**config.mk**
```make
export PLATFORM = sky130hd
export DESIGN_NAME = stream_packet_arbiter
export DESIGN_NICKNAME = d
export VERILOG_FILES = /design/src/rtl/stream_packet_arbiter.sv
export SDC_FILE = /design/constraint.sdc
export NUM_CORES = 1
export LEC_CHECK = 0
export ABC_AREA = 1
export CORE_UTILIZATION = 42
export DETAILED_ROUTE_END_ITERATION = 12
export MAX_ROUTING_LAYER = met4
export PLACE_DENSITY = 0.81
export SLEW_MARGIN = 20
export SYNTH_ARGS = -nofsm -noshare
export SYNTH_HDL_FRONTEND = slang
export SYNTH_SLANG_ARGS = --single-unit
```
**constraint.sdc**
```tcl
create_clock -name clk -period 2.4 [get_ports clk]
set_clock_uncertainty 0.1 [all_clocks]
set_input_delay 0.24 -clock clk [delete_from_list [all_inputs] [get_ports clk]]
set_output_delay 0.24 -clock clk [all_outputs]
set_load 0.05 [all_outputs]
```
**src/rtl/stream_packet_arbiter.sv**
```systemverilog
// Round-robin packet arbiter: N_INPUTS streams into one registered output slice, whole packets only.
// Define STREAM_ARB_WATCHDOG_EN to close a packet whose granted source stalls mid-packet.
module stream_packet_arbiter #(
  parameter int T_DATA_WIDTH    = 1,
  parameter int KEEP_WIDTH      = 3,
  parameter int N_INPUTS        = 3,
  parameter int WATCHDOG_CYCLES = 16
) (
  input  logic                                                clk,
  input  logic                                                rst_n,
  input  logic [N_INPUTS-1:0][KEEP_WIDTH-1:0][T_DATA_WIDTH-1:0] s_data_in,
  input  logic [N_INPUTS-1:0][KEEP_WIDTH-1:0]                 s_keep_in,
  input  logic [N_INPUTS-1:0]                                 s_last_in,
  input  logic [N_INPUTS-1:0]                                 s_valid_in,
  output logic [N_INPUTS-1:0]                                 s_ready_out,
  output logic [KEEP_WIDTH-1:0][T_DATA_WIDTH-1:0]             m_data_out,
  output logic [KEEP_WIDTH-1:0]                               m_keep_out,
  output logic                                                m_last_out,
  output logic                                                m_valid_out,
  input  logic                                                m_ready_in,
  output logic [$clog2(N_INPUTS)-1:0]                         m_grant_out,
  output logic                                                wd_abort_out
);
  localparam int GW = $clog2(N_INPUTS);

  typedef enum logic {IDLE, BUSY} state_e;
  typedef struct packed {
    logic [KEEP_WIDTH-1:0][T_DATA_WIDTH-1:0] data;
    logic [KEEP_WIDTH-1:0]                   keep;
    logic                                    last;
    logic [GW-1:0]                           grant;
  } beat_t;

  state_e        state_q, state_d;
  logic [GW-1:0] grant_q, grant_d, last_grant_q, last_grant_d, pick;
  beat_t         slice_q, slice_d;
  logic          vld_q, vld_d, wd_abort_q, wd_abort_d;
  logic          any_vld, out_open, acc, wd_fire;

  // Slice can take a beat when empty or draining this cycle.
  assign out_open = m_ready_in | ~vld_q;
  assign acc      = (state_q == BUSY) && s_valid_in[grant_q] && out_open;

  for (genvar g = 0; g < N_INPUTS; g++) begin : g_rdy
    assign s_ready_out[g] = (state_q == BUSY) && (grant_q == GW'(g)) && out_open;
  end

  // Cyclic search from last_grant+1; walking k downward lets the nearest index win.
  always_comb begin
    int idx;
    idx     = 0;
    any_vld = 1'b0;
    pick    = last_grant_q;
    for (int k = N_INPUTS; k >= 1; k--) begin
      idx = (int'(last_grant_q) + k) % N_INPUTS;
      if (s_valid_in[idx]) begin
        any_vld = 1'b1;
        pick    = GW'(idx);
      end
    end
  end

`ifdef STREAM_ARB_WATCHDOG_EN
  localparam int CW = $clog2(WATCHDOG_CYCLES + 1);
  logic [CW-1:0] wd_cnt_q, wd_cnt_d;
  logic          wd_idle;

  assign wd_idle = (state_q == BUSY) && !s_valid_in[grant_q] && out_open;
  assign wd_fire = wd_idle && (wd_cnt_q == CW'(WATCHDOG_CYCLES - 1));
  assign wd_cnt_d = (wd_idle && !wd_fire) ? wd_cnt_q + CW'(1) : '0;

  always_ff @(posedge clk or negedge rst_n) begin
    if (!rst_n) wd_cnt_q <= '0;
    else        wd_cnt_q <= wd_cnt_d;
  end
`else
  assign wd_fire = 1'b0;
`endif

  always_comb begin
    state_d      = state_q;
    grant_d      = grant_q;
    last_grant_d = last_grant_q;
    slice_d      = slice_q;
    vld_d        = vld_q & ~m_ready_in;
    wd_abort_d   = 1'b0;
    case (state_q)
      IDLE: if (any_vld) begin
        grant_d = pick;
        state_d = BUSY;
      end
      BUSY: if (acc) begin
        vld_d   = 1'b1;
        slice_d = '{data: s_data_in[grant_q], keep: s_keep_in[grant_q],
                    last: s_last_in[grant_q], grant: grant_q};
        if (s_last_in[grant_q]) begin
          state_d      = IDLE;
          last_grant_d = grant_q;
        end
      end else if (wd_fire) begin
        vld_d        = 1'b1;
        slice_d      = '{data: '0, keep: '0, last: 1'b1, grant: grant_q};
        state_d      = IDLE;
        last_grant_d = grant_q;
        wd_abort_d   = 1'b1;
      end
      default: state_d = IDLE;
    endcase
  end

  always_ff @(posedge clk or negedge rst_n) begin
    if (!rst_n) begin
      state_q      <= IDLE;
      grant_q      <= '0;
      last_grant_q <= GW'(N_INPUTS - 1);
      slice_q      <= '0;
      vld_q        <= 1'b0;
      wd_abort_q   <= 1'b0;
    end else begin
      state_q      <= state_d;
      grant_q      <= grant_d;
      last_grant_q <= last_grant_d;
      slice_q      <= slice_d;
      vld_q        <= vld_d;
      wd_abort_q   <= wd_abort_d;
    end
  end

  assign m_data_out   = slice_q.data;
  assign m_keep_out   = slice_q.keep;
  assign m_last_out   = slice_q.last;
  assign m_grant_out  = slice_q.grant;
  assign m_valid_out  = vld_q;
  assign wd_abort_out = wd_abort_q;
endmodule

```
* After elaboration in Yosys (flattened, before gate mapping) *
Index checks and enable logic that the tools add are counted.

operators by class
  reduce and logical (&&, ||, !) cells = 12
  order comparisons = 4
  bitwise logic cells = 5
  multiplexer cells = 29
  $add $sub $neg = 3
  equal/unequal tests = 2
  div/mod/pow operators = 3

operators with widths
  operator               count
  $lt 32x4->1 const B    3
  $mod 32x3->32 const B  3
  $mux 1                 16
  $bmux 3 s2             2
  $bmux 1 s2             5
  $logic_and 1x1->1      8
  $add 2x2->3 const B    2
  $mux 2                 3
  $mux 3                 2
  $reduce_and 2->1       2
  $add 2x1->3 const B    1
  $lt 2x3->1 const B     1
  $not 1->1              3
  $reduce_and 3->1       1
  $eq 2x1->1 const B     1
  $eq 2x2->1 const B     1
  $logic_not 2->1        1
  $pmux 1 s2             1
  $and 1x1->1            1
  $or 1x1->1             1

word-level totals
  word-level logic and storage cells = 68
  flip-flop bits (word level) = 15
  bits of input ports = 27
  output and inout bits = 14

* Longest topological paths before layout *
  depth after elaboration = 10
  depth in mapped cells = 13
  depth with buffers taken out = 13

* Worst setup path before layout *
OpenSTA, ideal clock, no wires.

  path kind = reg2out
  start point = register vld_q, in the netlist m_valid_out
  end point = output s_ready_out[0]
  buffers on the path = 0
  stages on the path, launching flop included = 6
  slack = 96 ps
  arrival = 1964 ps
  data required time = 2060 ps
  path through = dfrtp_1 > inv_1 > nor2_1 > nor2_4 > inv_1 > nor3_1

between the ends
  cells in the longest elaborated chain, start to end = 3

RTL lines
  what                    RTL line  text
  from (decl)             37        logic vld_q, vld_d, wd_abort_q, wd_abort_d;
  from (signal assigned)  124       vld_q <= vld_d;
  $not 1->1               41        assign out_open = m_ready_in | ~vld_q;
  $or 1x1->1              41
  $logic_and 1x1->1       45        assign s_ready_out[g] = (state_q == BUSY) && (grant_q == GW'(g)) && out_open;
  to (decl)               15        output logic [N_INPUTS-1:0] s_ready_out,

No other way between the ends.

* Worst setup path after layout *
  start point = register state_q
  end point = output s_ready_out[2]

between the ends
  cells in the longest elaborated chain, start to end = 2

RTL lines
  what                             RTL line  text
  from (decl)                      34        state_e state_q, state_d;
  from (signal assigned)           120       state_q <= state_d;
  $logic_and 1x1->1 (2 in series)  45

No other way between the ends.

==> flow_metrics.tcl <==
set metrics [dict create \
    status "finished, final reports clean" \
    ys_warn_count 0 \
    grt_pass1_vias 926 \
    hold_buffers 0 \
    nNetsFinal 223 \
    cts_max_level 1 \
    path_common_cell "inv_1" \
    die_w_um 51.2 \
    r2r_slack_ns 0.51 \
    drc 0 \
    syn-num-nets 181 \
    synth_edf_count 0 \
    cellLeakagePower_nw 0.750 \
    clockBufferDepth 2 \
    syn_area_um2 1020 \
    area_delta_synth_final_pct 45.7 \
    final_util_pct 65.6 \
    hold_path_class "primary input to asynchronous set/reset pin" \
    synthMuxAreaShare_pct 0 \
    synth_compound_area_share_pct 3.94 \
    placementRows 17 \
    critPathCaptureType "output port" \
    grt_usage_pct 21.2 \
    hpwl_um 1990 \
    globalRoute.totalOverflow 0 \
    setup_viol_count_final 0 \
    root_buffer "clkbuf_4" \
    synth_top_area_share_pct 34.5 \
    synth_cell_types 21 \
    dieArea_um2 2620 \
    antenna_found_initial 0 \
    crit_chain "inv_1 > nor2_4 > inv_1 > nor3_1 > buf_12" \
    min_period_over_period_pct 79.4 \
    clk_latency_ns 0.29 \
    wire_per_inst_um 11.4 \
    synth-seq-cells 15 \
    fmax_mhz 524 \
    ys_async_sr_fraction_pct 100 \
    instances_no_fill 219 \
    rsz0062_at_grt "no" \
    clkTransAtPathRegs_ns 0.09 \
    ys_seq_area_share_pct 37.1 \
    worstReg2RegStart "last_grant_q[0]$_DFFE_PN0P_" \
    synthAdderAreaFrac_pct 4.93 \
    cpPeakStageDelay_ns 0.42 \
    ant_nets 0 \
    synth-xor-area-share_pct 0 \
    cp_num_cells 5 \
    critPathMaxFanout 4 \
    p_per_area_nw_per_um2 1350 \
    worst_setup_path_start_kind "register" \
    portBuffers 39 \
    final.min_clock_period_ns 1.91 \
    dr.first_iter.drc_count 33 \
    coreArea_um2 2250 \
    drive_gt1_share_pct 11.5 \
    path_buf_inv 3 \
    tightest_slew_ns 0.672 \
    netlist_instances 150 \
    grt_max_degree 16 \
    routed_wl_um 2500 \
    cts_resized 0 \
    tns_ns 0 \
    yosysTopAreaCell "dfrtp_1" \
    critPathKind "register to output port" \
    first_pass_iters 4 \
    cts_tree "yes" \
    holdWs_ns 0.256 \
    worst_path_max_delay_cell "dfrtp_1" \
    synth_commonest_cells "nand2_1 (73), dfrtp_1 (14), nand3_1 (13)" \
    worstPathRequired_ns 2.06 \
    grt_pass1_wl_um 3990 \
    vdd_drop_max_mv 0.817 \
    dpl.cell_count 215 \
    cts_made_buffers 3 \
    initial_core_util_pct 45.1 \
    place_ws_ns 0.532 \
    ios 41 \
    synth_most_common_cell "nand2_1" \
    dr_total_vias 1049 \
    hold_violations 0 \
    gp_congestion 0.985 \
    worstReg2RegEnd "grant_q[1]$_DFFE_PN0P_" \
    synth_top_family_by_area "simple AND/OR/NAND/NOR gates" \
    ys.flop_type "dfrtp_1" \
    die_h_um 51.2 \
    arrival_ns 1.57 \
    synth-simple-area-share_pct 45.1 \
    drv_slew 0 \
    antenna_cells 0 \
    post_cts.repair.setup_buffers 0 \
    cp_top_family "simple AND/OR/NAND/NOR gates" \
    routed_via_density 4.79 \
    clock_sinks 15 \
    max_slew_margin_pct 55.0 \
    syn_avg_cell_area_um2 6.77 \
    reg2regPathDepth 10 \
    maxCapViolCount 0 \
    synthTopCellsByArea "dfrtp_1 (34%), nand2_1 (27%), nand3_1 (6.4%), ha_1 (4.9%), inv_1 (4.1%)" \
    fin_ws_ns 0.493 \
]
## report_power, final
group | internal, mW | leakage (nW) | switching (mW)
sequential | 0.371 | 0.185 | 0.0950
clock | 0.0620 | 0.0177 | 0.0796
combinational | 0.491 | 0.547 | 0.905
## layer usage
metal | routed length [µm] | GRT usage (%) | up-vias | share of wire, %
met1 | 1160 | 27.3 | 470 | 47
li1 | - | - | 547 | -
met5 | 0 | - | - | 0
met3 | 77 | 4.46 | 6 | 3.1
met2 | 1230 | 33.8 | 26 | 49
met4 | 29 | 5.56 | 0 | 1.2
## through the flow
stage / area [µm²] / power (mW)
global route: 1480 / 2.17
CTS: 1480 / 2.01
detailed placement: 1450 / 1.86
global placement: 1450 / 1.84
finish: 1480 / 2.00
floorplan: 1020 / 1.43
## sequential cells by signal, summed over array words and instances, names as in the netlist
register,count
m_keep_out,3
state_q,1
m_data_out,3
grant_q,2
m_last_out,1
m_valid_out,1
m_grant_out,2
last_grant_q,2
## area by class of cell
type                       instances  area [µm²]
clock inverter                     1        5.00
tap                               28        35.0
multi-input combinational        116         552
inverter                          17        68.8
clock buffer                       3        22.5
fill                             193         774
timing repair buffer              39         420
sequential                        15         377
## logic make-up (layout without fill, tap and decap cells)
logic type	count (synthesis)	count (layout)
buffers and inverters	19	60
other	1	1
AO/OA/AOI/OAI	8	8
flip-flops	15	15
AND/OR/NAND/NOR	103	103
adder cells (fa/ha/maj)	4	4
## cells in the final DEF (no fill, tap or decap), drive strengths merged
cell and instances:
nor2 9, clkdlybuf4s50 36, clkinv 2, nand3 14
inv 16, buf 3, o21ai 5, or2 1
nand2 76, conb 1, ha 4, dfstp 1
a21oi 3, clkbuf 3, nor3 3, dfrtp 14
## how the worst max path moves through the flow
stage               slack [ns]                     end                        start
floorplan                  0.1          s_ready_out[0]        m_valid_out$_DFF_PN0_
CTS                       0.50          s_ready_out[2]            state_q$_DFF_PN0_
detailed placement        0.53  grant_q[0]$_DFFE_PN0P_  last_grant_q[0]$_DFFE_PN0P_
global route              0.36  grant_q[0]$_DFFE_PN0P_  last_grant_q[0]$_DFFE_PN0P_
finish                    0.49          s_ready_out[2]            state_q$_DFF_PN0_
global placement          0.56          s_ready_out[2]                   m_ready_in
No activity file was read; power rests on OpenSTA's default activity.
==> patch 1: new RTL, config.mk and constraints unchanged <==
The parameter `KEEP_WIDTH` goes from 3 to 4.
--- a/src/rtl/stream_packet_arbiter.sv
+++ b/src/rtl/stream_packet_arbiter.sv
@@ -2,7 +2,7 @@
 // Define STREAM_ARB_WATCHDOG_EN to close a packet whose granted source stalls mid-packet.
 module stream_packet_arbiter #(
   parameter int T_DATA_WIDTH    = 1,
-  parameter int KEEP_WIDTH      = 3,
+  parameter int KEEP_WIDTH      = 4,
   parameter int N_INPUTS        = 3,
   parameter int WATCHDOG_CYCLES = 16
 ) (
Interface: changed (resized m_data_out, m_keep_out, s_data_in and s_keep_in); port bits go from 41 to 49. The function was not compared with the original's and may differ.
==> patch 1 against the unedited design <==
First-iteration DRC count is 61% lower; power is 14% higher; global-route usage is 1.4 points higher; area after synthesis is 16% higher; wire length is 20% higher; sequential cell count is 2 higher; worst setup slack worse by 46 ps; critical path depth is 2 lower; final area is 15% higher; combinational power is 13% higher; worst hold slack better by 20 ps; critical endpoint is now s_ready_out[1]; highest routed layer unchanged.
==> patch 1: results <==
[final_layout]
seq_share_pct = 25.1
nets = 253
multi_input_area_um2 = 637
multi_input_gates = 130
clkbuf_count = 4
nonClkBufAreaFrac_pct = 29.4
seq_cells = 17
n_all_buffers = 47
fillers = 234

[yosys]
ys_seq_area_share_pct = 36.2
ys_top_cells_by_area = "dfrtp_1 (34%), nand2_1 (27%), nand3_1 (6.4%)"
ys_types = 25

[worst_setup_path]
arrival_ps = 1610
path_max_fanout = 6
cp_top_family = "flip-flops"
r2r_slack_ps = 540
r2r_cells = 9
slowest_delay_ps = 630
startpoint = "grant_q[0]$_DFFE_PN0P_"
r2r_start = "last_grant_q[1]$_DFFE_PN1P_"

[routing]
first_iter_violations = 13
vias_per_cell = 4.80
wirelength_um = 2990
wl_met3_um = 94
met2_length_um = 1510
wl_met1_um = 1320

[global_route]
grt.total_usage_pct = 22.6
grt_max_degree = 18
met2_usage_pct = 36.7
grt_pass1_wl_um = 4660
grt_pass1_vias = 1083

[clock_network]
path_clk_slew_ps = 110

[placement]
place.gp.congestion = 0.807
dp_hpwl_um = 2380
port_buffers = 47

[sta]
whs_ps = 277
slew_headroom_pct = 49.1

[pwr]
p_leak_nw = 0.859
powerDensity_mw_per_mm2 = 1340

[run_status]
status = "finished clean"
[patch 1: cell count changes after synthesis, sizes merged]
cell / before / now
nand2: 76 / 88
nand3: 14 / 16
dfrtp: 14 / 16
buf: 2 / 4
[patch 1: through the flow]
step | std cells | instance area [um2] | setup WS [ps]
2_1_floorplan | 168 | 1180 | 14.4
3_3_place_gp | 241 | 1680 | 552
3_5_place_dp | 241 | 1680 | 465
4_1_cts | 245 | 1700 | 416
5_1_grt | 245 | 1700 | 333
6_report | 245 | 1700 | 447
[patch 1: cells by family (layout without fill, tap and decap cells)]
family / Yosys count / after routing / synth area share [%]
buffers and inverters: 21 / 68 / 9.77
and+or+nand+nor: 117 / 117 / 44.8
AOI/OAI and AO/OA: 8 / 8 / 4.67
adders and majority gates: 4 / 4 / 4.25
other: 1 / 1 / 0.318
DFF: 17 / 17 / 36.2
==> patch 2: new RTL, same flow settings <==
Made on the original files. Build with the macro `STREAM_ARB_WATCHDOG_EN` defined.
--- a/src/rtl/stream_packet_arbiter.sv
+++ b/src/rtl/stream_packet_arbiter.sv
@@ -1,5 +1,7 @@
 // Round-robin packet arbiter: N_INPUTS streams into one registered output slice, whole packets only.
 // Define STREAM_ARB_WATCHDOG_EN to close a packet whose granted source stalls mid-packet.
+`define STREAM_ARB_WATCHDOG_EN
+
 module stream_packet_arbiter #(
   parameter int T_DATA_WIDTH    = 1,
   parameter int KEEP_WIDTH      = 3,
Check against the original RTL: no difference found for any inputs over 10 cycles, from zero or initial values and one cycle with rst_n low; that may be too few to reach the edited logic, so the function may still have changed.
==> patch 2 against the unedited design <==
Final area increased by 17%; power increased by 7.5%; sequential cell count increased by 6; area after synthesis increased by 23%; largest power group unchanged; wire length increased by 8.3%; worst setup slack got worse by 61 ps; global-route usage decreased by 0.68 points.
==> patch 2: results <==
[global_route]
grt_max_degree = 22
grt_pass1_wl_um = 5050
met1_usage_pct = 28.6
grt.total_usage_pct = 20.5

[routing]
wirelength_um = 2700
vias = 1198

[final_layout]
drive_above_1_share_pct = 9.91
multi_input_area_share_pct = 35.7
clk_share_pct = 1.59
n_all_buffers = 41
n_all_inverters = 21
nonClkBufAreaFrac_pct = 25.4
final_util_pct = 62.1
nets = 244

[worst_setup_path]
r2r_start = "last_grant_q[1]$_DFFE_PN1P_"
arrival_ps = 1630
r2r_cells = 9
reg2reg_to = "grant_q[0]$_DFFE_PN0P_"

[placement]
dp_hpwl_um = 2050
place.gp.congestion = 0.830

[yosys]
ys_top_cells_by_area = "dfrtp_1 (40%), nand2_1 (17%), nand3_1 (9.2%)"
ys_seq_area_share_pct = 42.3
synth_nets = 201

[sta]
slew_headroom_pct = 66.3

[pwr]
seq_power_share_pct = 27.1

[clock_network]
clk_latency_ps = 310

[run_status]
status = "finished clean"
==> patch 2: worst max-delay path by stage <==
stage,cells past startpoint,slack (ps),end
CTS,4,430,s_ready_out[2]
detailed placement,6,540,s_ready_out[0]
global route,4,310,s_ready_out[2]
global placement,6,540,s_ready_out[0]
finish,4,430,s_ready_out[2]
floorplan,5,400,s_ready_out[0]
==> patch 2: kinds of logic (layout without fill, tap and decap cells) <==
family | count (synthesis) | count (layout) | synth area share [%]
AOI/OAI and AO/OA | 17 | 17 | 8.33
xor gates and xnor gates | 1 | 1 | 0.703
adders and majority gates | 4 | 4 | 4.02
buffers and inverters | 24 | 66 | 8.23
DFF | 21 | 21 | 42.3
and+or+nand+nor | 103 | 103 | 36.4
==> patch 2: routing by layer <==
metal	routed length [um]	vias to the layer above
li1	-	628
met1	1300	529
met2	1250	36
met3	114	5
met4	36	0
met5	0	-
==> patch 2: worst max-delay path, stage by stage (launching register included) <==
cell     delay (ps)
dfrtp_1         580
nor2_4          310
inv_1            60
nor2_1          190
buf_12          170
